[src/rtl/kf_seq_pkg.sv]
// Shared definitions for the kf_op_seq operation sequencer: opcodes,
// instruction field layout and FSM state encoding.
package kf_seq_pkg;

    // Instruction word: [20:18] op, [17:12] dst, [11:6] srca, [5:0] srcb
    localparam int INSTR_W  = 21;
    localparam int FIELD_W  = 6;
    localparam int OP_LSB   = 18;
    localparam int DST_LSB  = 12;
    localparam int SRCA_LSB = 6;
    localparam int SRCB_LSB = 0;

    localparam logic [2:0] OP_ADD  = 3'd0;
    localparam logic [2:0] OP_SUB  = 3'd1;
    localparam logic [2:0] OP_MUL  = 3'd2;
    localparam logic [2:0] OP_DIV  = 3'd3;
    localparam logic [2:0] OP_MOVQ = 3'd4;
    localparam logic [2:0] OP_MOVD = 3'd5;
    localparam logic [2:0] OP_NOP  = 3'd6;
    localparam logic [2:0] OP_HALT = 3'd7;

    typedef enum logic [2:0] {
        ST_IDLE  = 3'd0,
        ST_FETCH = 3'd1,
        ST_EXEC  = 3'd2,
        ST_WAIT  = 3'd3,
        ST_WB    = 3'd4,
        ST_DONE  = 3'd5
    } state_t;

endpackage

[src/rtl/kf_seq_decode.sv]
// Combinational instruction decoder: splits the instruction register into
// its fields and classifies the opcode.
module kf_seq_decode
    import kf_seq_pkg::*;
(
    input  logic [INSTR_W-1:0] ir,
    output logic [2:0]         op,
    output logic [FIELD_W-1:0] dst,
    output logic [FIELD_W-1:0] srca,
    output logic [FIELD_W-1:0] srcb,
    output logic               is_alu,
    output logic               is_movq,
    output logic               is_movd,
    output logic               is_halt
);

    assign op   = ir[OP_LSB   +: 3];
    assign dst  = ir[DST_LSB  +: FIELD_W];
    assign srca = ir[SRCA_LSB +: FIELD_W];
    assign srcb = ir[SRCB_LSB +: FIELD_W];

    // ADD/SUB/MUL/DIV occupy opcodes 0..3, so the MSB alone selects the ALU
    assign is_alu  = (op[2] == 1'b0);
    assign is_movq = (op == OP_MOVQ);
    assign is_movd = (op == OP_MOVD);
    assign is_halt = (op == OP_HALT);

endmodule

[src/rtl/kf_op_seq.sv]
// Microcoded operation sequencer driving the data-bank / RQ / RD register
// block and the arithmetic unit. Optional ALU-done watchdog is enabled by
// defining KF_SEQ_TIMEOUT_EN.
module kf_op_seq
    import kf_seq_pkg::*;
#(
    parameter int W       = 24,
    parameter int ADDRW   = 6,
    parameter int PCW     = 8,
    parameter int TMO_CYC = 255
) (
    input  logic               clk,
    input  logic               rst,
    input  logic               start,
    output logic               busy,
    output logic               done,
    output logic               err,
    output logic [PCW-1:0]     instr_addr,
    input  logic [INSTR_W-1:0] instr_rdata,
    output logic [ADDRW-1:0]   db_raddr_a,
    output logic [ADDRW-1:0]   db_raddr_b,
    input  logic [W-1:0]       db_rdata_a,
    input  logic [W-1:0]       db_rdata_b,
    output logic               db_we,
    output logic [ADDRW-1:0]   db_waddr,
    output logic [W-1:0]       db_wdata,
    output logic               rq_we,
    output logic               rd_we,
    output logic [W-1:0]       rq_d,
    output logic [W-1:0]       rd_d,
    output logic               alu_req,
    output logic [1:0]         alu_op,
    output logic [W-1:0]       alu_a,
    output logic [W-1:0]       alu_b,
    input  logic               alu_gnt,
    input  logic               alu_done,
    input  logic [W-1:0]       alu_result
);

    state_t             state;
    logic [PCW-1:0]     pc;
    logic [INSTR_W-1:0] ir;
    logic [W-1:0]       res_q;
    logic               err_q;

    logic [2:0]         op;
    logic [FIELD_W-1:0] dst, srca, srcb;
    logic               is_alu, is_movq, is_movd, is_halt;
    logic               pc_last;

    kf_seq_decode u_decode (
        .ir      (ir),
        .op      (op),
        .dst     (dst),
        .srca    (srca),
        .srcb    (srcb),
        .is_alu  (is_alu),
        .is_movq (is_movq),
        .is_movd (is_movd),
        .is_halt (is_halt)
    );

    // Opcode MSB is already folded into the is_* flags
    logic unused_op_msb;
    assign unused_op_msb = op[2];

    // Last program slot: advancing from here is an overrun, pc never wraps
    assign pc_last = (pc == {PCW{1'b1}});

`ifdef KF_SEQ_TIMEOUT_EN
    localparam int TMO_W = ($clog2(TMO_CYC + 1) > 8) ? $clog2(TMO_CYC + 1) : 8;
    logic [TMO_W-1:0] tmo_cnt;
    logic             tmo_hit;
    // tmo_cnt is 0 in the first WAIT cycle, so the last allowed cycle is TMO_CYC-1
    assign tmo_hit = (tmo_cnt == TMO_W'(TMO_CYC - 1));
`else
    logic unused_tmo;
    assign unused_tmo = ^TMO_CYC;
`endif

    // Sequencer FSM: program counter, instruction register and sticky error
    always_ff @(posedge clk) begin
        // NOTE: sequential state uses non-blocking assignments only, so every
        // register samples pre-edge values regardless of statement order.
        if (rst) begin
            state <= ST_IDLE;
            pc    <= '0;
            ir    <= '0;
            err_q <= 1'b0;
`ifdef KF_SEQ_TIMEOUT_EN
            tmo_cnt <= '0;
`endif
        end else begin
            case (state)
                ST_IDLE: begin
                    if (start) begin
                        pc    <= '0;
                        err_q <= 1'b0;
                        state <= ST_FETCH;
                    end
                end
                ST_FETCH: begin
                    ir    <= instr_rdata;
                    state <= ST_EXEC;
                end
                ST_EXEC: begin
                    if (is_alu) begin
                        if (alu_gnt) begin
                            state <= ST_WAIT;
`ifdef KF_SEQ_TIMEOUT_EN
                            tmo_cnt <= '0;
`endif
                        end
                    end else if (is_halt) begin
                        state <= ST_DONE;
                    end else if (pc_last) begin
                        err_q <= 1'b1;
                        state <= ST_DONE;
                    end else begin
                        pc    <= pc + 1'b1;
                        state <= ST_FETCH;
                    end
                end
                ST_WAIT: begin
                    if (alu_done) begin
                        state <= ST_WB;
                    end
`ifdef KF_SEQ_TIMEOUT_EN
                    else if (tmo_hit) begin
                        err_q <= 1'b1;
                        state <= ST_DONE;
                    end else begin
                        tmo_cnt <= tmo_cnt + 1'b1;
                    end
`endif
                end
                ST_WB: begin
                    if (pc_last) begin
                        err_q <= 1'b1;
                        state <= ST_DONE;
                    end else begin
                        pc    <= pc + 1'b1;
                        state <= ST_FETCH;
                    end
                end
                ST_DONE: state <= ST_IDLE;
                default: state <= ST_IDLE;
            endcase
        end
    end

    // Capture the ALU result for the write-back cycle
    always_ff @(posedge clk) begin
        // NOTE: res_q has no reset; it is only visible through db_wdata in WB,
        // which is unreachable until a fresh result has been captured.
        if (state == ST_WAIT && alu_done) begin
            res_q <= alu_result;
        end
    end

    assign instr_addr = pc;
    assign err        = err_q;

    // Output decode from state and ir; rst forces every strobe low in its cycle
    always_comb begin
        // NOTE: every output is defaulted first so no path leaves one unassigned
        // and no latch is inferred.
        busy       = 1'b0;
        done       = 1'b0;
        db_raddr_a = '0;
        db_raddr_b = '0;
        db_we      = 1'b0;
        db_waddr   = '0;
        db_wdata   = '0;
        rq_we      = 1'b0;
        rd_we      = 1'b0;
        rq_d       = '0;
        rd_d       = '0;
        alu_req    = 1'b0;
        alu_op     = 2'b00;
        alu_a      = '0;
        alu_b      = '0;
        if (!rst) begin
            db_raddr_a = ADDRW'(srca);
            db_raddr_b = ADDRW'(srcb);
            case (state)
                ST_FETCH, ST_WAIT: busy = 1'b1;
                ST_EXEC: begin
                    busy = 1'b1;
                    if (is_alu) begin
                        alu_req = 1'b1;
                        alu_op  = op[1:0];
                        alu_a   = db_rdata_a;
                        alu_b   = db_rdata_b;
                    end
                    if (is_movq) begin
                        rq_we = 1'b1;
                        rq_d  = db_rdata_a;
                    end
                    if (is_movd) begin
                        rd_we = 1'b1;
                        rd_d  = db_rdata_a;
                    end
                end
                ST_WB: begin
                    busy     = 1'b1;
                    db_we    = 1'b1;
                    db_waddr = ADDRW'(dst);
                    db_wdata = res_q;
                end
                ST_DONE: done = 1'b1;
                default: ;
            endcase
        end
    end

endmodule

[config.mk]
export PLATFORM = sky130hd
export DESIGN_NAME = kf_op_seq
export DESIGN_NICKNAME = d
export VERILOG_FILES = /design/src/rtl/kf_seq_pkg.sv /design/src/rtl/kf_seq_decode.sv /design/src/rtl/kf_op_seq.sv
export SDC_FILE = /design/constraint.sdc
export NUM_CORES = 1
export LEC_CHECK = 0
export CORE_MARGIN = 2
export CORE_UTILIZATION = 34
export CTS_CLUSTER_DIAMETER = 40
export DETAILED_ROUTE_END_ITERATION = 12
export MAX_ROUTING_LAYER = met4
export PLACE_DENSITY = 0.81
export RECOVER_POWER = 25
export SYNTH_ARGS = -nofsm -noshare
export SYNTH_HDL_FRONTEND = slang
export SYNTH_HIERARCHICAL = 1
export SYNTH_SLANG_ARGS = --single-unit
[constraint.sdc]
create_clock -name clk -period 2.7 [get_ports clk]
set_clock_uncertainty 0.1 [all_clocks]
set_input_delay 0.405 -clock clk [delete_from_list [all_inputs] [get_ports clk]]
set_output_delay 0.405 -clock clk [all_outputs]
set_load 0.05 [all_outputs]
==> results of run 1 <==
## power groups by stage
stage | registers [mW] | logic [mW] | clock network (mW)
floorplan | 0.982 | 0.400 | 0
global placement | 0.984 | 0.771 | 0
detailed placement | 0.987 | 0.792 | 0
CTS | 0.968 | 0.795 | 0.683
global route | 0.974 | 0.830 | 0.726
finish | 0.970 | 0.786 | 0.666
## worst max-delay path by stage
stage | from | endpoint
after floorplan | rst | db_waddr[0]
after global placement | rst | db_wdata[9]
after detailed placement | rst | db_wdata[4]
after CTS | state[2]$_SDFFE_PP0P_ | db_wdata[4]
after global routing | state[2]$_SDFFE_PP0P_ | db_wdata[4]
final | state[2]$_SDFFE_PP0P_ | db_wdata[4]
## state kept, by name, summed over array words and instances, names as in the netlist
signal	flops
res_q	24
ir	21
instr_addr	8
state	3
err	1
## final cells by class
cell class / count / area share (%)
flip-flops and latches: 57 / 18.3
repair buffers: 263 / 54.5
clock buffers: 11 / 1.87
diodes: 1 / 0.0332
well taps: 133 / 2.20
inverters: 2 / 0.0995
multi-input cells: 291 / 22.7
clock inverters: 5 / 0.298
## per-layer routing
layer  track usage [%]  part of all wire (%)  wire (um)
met4              7.09                   1.9        260
met2              46.4                    56       7600
met3              5.71                   6.5        874
met1              26.9                    35       4790
met5                 -                     0          0
## tightest hold or removal path, delay by kind of cell (launching register included)
family	cells	cell delay (ns)
flip-flops	1	0.30
AND/OR/NAND/NOR	1	0.05
AO/OA/AOI/OAI	1	0.05
## cell usage in the layout (no fill, tap or decap), types with 5 or more instances in the layout
cell	instances
a21oi_1	32
and2_1	128
and3_1	5
buf_12	150
buf_4	6
clkbuf_8	10
clkdlybuf4s50_1	82
dfxtp_1	33
dlygate4sd3_1	24
edfxtp_1	24
nand2_1	44
nand3_1	5
nor2_1	9
nor2b_1	14
o211ai_1	5
## metrics by stage
stage / utilization [%] / worst slack, ns
floorplan: - / 0.0129
global placement: 76.3 / 0.290
detailed placement: 76.3 / 0.276
CTS: 77.9 / 0.170
global route: 77.9 / 0.0926
finish: 77.9 / 0.185
==> flow_metrics.tcl, run 1 <==
set metrics [dict create \
    outcome "finished, final reports clean" \
    vias 3665 \
    port-buffer-count 252 \
    post_cts_buffers 0 \
    cts_resized 0 \
    reg2reg_setup_slack_ns 0.42 \
    placedInstanceArea_sq_um 7380 \
    netlist_area_sq_um 3360 \
    grt_usage_pct 25.2 \
    end_kind "output pin" \
    r2r-start "ir[18]$_SDFFE_PP0N_" \
    cts.path.max_buffers 2 \
    fin_crit_sh_pct 93.1 \
    start_util_pct 34.7 \
    synth.net_count 496 \
    cts.clk_slew.worst_paths_ns 0.06 \
    cts_sinks 57 \
    drive_gt1_share_pct 28.3 \
    core_sq_um 9680 \
    required_ns 2.19 \
    setup_viol 0 \
    final_cells 763 \
    nFillCells 585 \
    cts_buffers 9 \
    slowest_stage "dfxtp_1" \
    cts_tree "done" \
    net-switching-power_uw 756 \
    overflow 0 \
    hp-class "flop to flop" \
    crit_cells 6 \
    hold_slack_ns 0.350 \
    cts_hold_repair.buffers 0 \
    die_h_um 103 \
    hold_end "ir[2]$_SDFFE_PP0N_" \
    grt_pass1_wl_um 19700 \
    min-delay-start "ir[2]$_SDFFE_PP0N_" \
    ff_latch_area_sq_um 1380 \
    multi_input_area_sq_um 1710 \
    cp_common_cell "buf_12" \
    power_leakage_nw 2.91 \
    cts-root-buf "clkbuf_8" \
    die_w_um 103 \
    hpwl_um 11000 \
    antenna_left 0 \
    routed_wl_um 13500 \
    cp-start-kind "flop" \
    htreeDepth 3 \
    area_growth_pct 125 \
    tightest_slew_ns 0.621 \
    avgRoutedWirePerCell_um 17.7 \
    whs_path_depth 2 \
    p_clk_share_pct 27.5 \
    antenna_found_initial 1 \
    maxSlewHeadroom_pct 58.6 \
    maxCapViolCount 0 \
    synth.avg_cell_area_sq_um 8.47 \
    p_comb_share_pct 32.4 \
    syn_inst 397 \
    drt-initial-drc-count 105 \
    fmax_ghz 0.398 \
    finalCriticalPeriod_ns 2.52 \
    avgViaCountPerCell 4.80 \
    yosysWarnings 6 \
    clk_latency_ns 0.32 \
    first_pass_iters 6 \
    grt_pass1_vias 3589 \
    power.share.sequential_pct 40.0 \
    worst_path_dominant_cell_family "simple AND/OR/NAND/NOR gates" \
    rsz0062_at_grt "false" \
    dp.cells 746 \
    crit_chain "buf_4 > or2b_1 > nor3_2 > buf_12 > and2_1 > buf_12" \
    finalMaxSlewViolations 0 \
    grt_start_max_net_pins 52 \
    p_sw_share_pct 31.2 \
    finalPower_mw 2.42 \
    reg2reg_depth 5 \
    hold_viol 0 \
    nets 723 \
    critPathArrivalTime_ns 2.01 \
    std_cell_rows 36 \
    tns_ns 0 \
    cp_max_fo 31 \
    max_stage_delay_ns 0.44 \
    worstSetupPathType "flop to output pin" \
    intPower_mw 1.67 \
    ios 253 \
    design_area_sq_um 7550 \
    drc 0 \
    dieArea_sq_um 10700 \
    vdd_drop_max_v 0.000264 \
    gp_congestion 0.861 \
    regToRegEndpoint "instr_addr[7]$_SDFFE_PP0P_" \
    path_buf_inv 3 \
    power_density_nw_per_um2 321 \
]
No activity file was read; power rests on OpenSTA's default activity.
==> run 2: changes to the inputs <==
--- a/config.mk
+++ b/config.mk
@@ -12,6 +12,7 @@
 export MAX_ROUTING_LAYER = met4
 export PLACE_DENSITY = 0.81
 export RECOVER_POWER = 25
+export REMOVE_ABC_BUFFERS = 1
 export SYNTH_ARGS = -nofsm -noshare
 export SYNTH_HDL_FRONTEND = slang
 export SYNTH_HIERARCHICAL = 1
==> run 2 against run 1 <==
  * Wire length increased by 8.8%
  * Critical path depth unchanged
  * First-iteration DRC count grew 52%
  * Combinational power about the same
  * Via count rose by 2.2%
  * Die area did not move
  * Global-route usage rose by 2.6 points
  * Critical path type is now input pin to output pin
  * Sequential share of layout area decreased by 0.11 points
  * Sequential cell count unchanged
  * Final area is 0.60% higher
==> flow_metrics.tcl, run 2 (same netlist as run 1, synthesis figures left out) <==
set metrics [dict create \
    rsz0062_at_grt "false" \
    cp_common_cell "buf_12" \
    clk_latency_ns 0.33 \
    maxSlewHeadroom_pct 22.1 \
    grt_pass1_wl_um 21200 \
    ios 253 \
    cts_sinks 57 \
    required_ns 2.19 \
    grt_start_max_net_pins 52 \
    nFillCells 562 \
    std_cell_rows 36 \
    drive_gt1_share_pct 28.2 \
    power_leakage_nw 2.92 \
    first_pass_iters 4 \
    hp-class "flop to flop" \
    worstSetupPathType "input pin to output pin" \
    drc 0 \
    start_util_pct 34.7 \
    finalMaxSlewViolations 0 \
    cts_hold_repair.buffers 0 \
    antenna_left 0 \
    whs_path_depth 2 \
    cp_max_fo 31 \
    drt-initial-drc-count 160 \
    mostFrequentLayoutCells "150 x buf_12, 129 x and2_1, 82 x clkdlybuf4s50_1" \
    max_stage_delay_ns 0.50 \
    cts_buffers 9 \
    vdd_drop_max_v 0.000372 \
    antenna_found_initial 4 \
    slowest_stage "clkdlybuf4s50_1" \
    worst_path_dominant_cell_family "buffers and inverters" \
    maxCapViolCount 0 \
    hold_viol 0 \
    core_sq_um 9680 \
    path_buf_inv 3 \
    fmax_ghz 0.403 \
    post_cts_buffers 0 \
    grt_pass1_vias 3629 \
    vias 3746 \
    fin_ws_ns 0.218 \
    grt_usage_pct 27.8 \
    avgViaCountPerCell 4.90 \
    overflow 0 \
    routed_wl_um 14700 \
    area_growth_pct 126 \
    tightest_slew_ns 1.17 \
    cp-start-kind "input pin" \
    gp_congestion 0.971 \
    reg2reg_depth 5 \
    cts_resized 0 \
    htreeDepth 3 \
    die_w_um 103 \
    cts-root-buf "clkbuf_8" \
    finalCriticalPeriod_ns 2.48 \
    hold_slack_ns 0.351 \
    power_density_nw_per_um2 343 \
    hpwl_um 11800 \
    fin_crit_sh_pct 91.9 \
    largest_reg_flops 24 \
    die_h_um 103 \
    port-buffer-count 252 \
    cts_tree "done" \
    end_kind "output pin" \
    pre_cts_slack_ns 0.219 \
    crit_cells 6 \
    layout_commonest_cell "buf_12" \
    cts.clk_slew.worst_paths_ns 0.07 \
    setup_viol 0 \
    cts.path.max_buffers 2 \
    finalPower_mw 2.61 \
    dieArea_sq_um 10700 \
    outcome "finished, final reports clean" \
    top_register "res_q" \
    avgRoutedWirePerCell_um 19.2 \
    crit_chain "clkdlybuf4s50_1 > or2b_1 > nor3_2 > buf_12 > and2_1 > buf_12" \
    nets 722 \
    critPathArrivalTime_ns 1.98 \
]
[run 2: layer usage]
metal / part of all wire, % / wire (um) / global-route usage (%)
met5: 0 / 0 / -
met4: 2.6 / 378 / 10.0
met3: 7.9 / 1170 / 7.86
met2: 55 / 8120 / 50.8
met1: 34 / 5050 / 28.1
[run 2: final timing paths]
check	startpoint	end	slack [ns]
worst max-delay path	rst	db_wdata[5]	0.22
worst min-delay path	ir[9]$_SDFFE_PP0N_	ir[9]$_SDFFE_PP0N_	0.35
worst max register to register	ir[18]$_SDFFE_PP0N_	instr_addr[7]$_SDFFE_PP0P_	0.28
worst min register to register	ir[9]$_SDFFE_PP0N_	ir[9]$_SDFFE_PP0N_	0.35
[run 2: worst reg2reg max path, stage by stage (launching register included)]
cell and delay (ns):
dfxtp_1 0.38, and3_2 0.26, or3_4 0.37, a211o_1 0.44, or4_1 0.59, a31oi_1 0.19
[run 2: power by group]
group          switching, mW  leakage (nW)  internal [mW]
sequential            0.0307         0.485          0.940
combinational          0.407          2.33          0.378
clock                  0.341         0.104          0.509
total                  0.779          2.92           1.83
[run 2: per-stage QoR]
step	cells	cell area, sq um	TNS [ns]	utilization, %
floorplan	350	3090	-42.03	-
global placement	745	7380	0	76.2
detailed placement	745	7380	0	76.2
CTS	761	7590	0	78.3
global route	765	7590	0	78.4
finish	765	7590	0	78.4
[run 2: final cells by class]
type	instances	area [sq um]	area share [%]
inverters	2	7.51	0.0989
clock inverters	7	85.1	1.12
clock buffers	9	124	1.63
repair buffers	262	4110	54.1
multi-input cells	291	1710	22.6
well taps	133	166	2.19
flip-flops and latches	57	1380	18.2
diodes	4	10.0	0.132
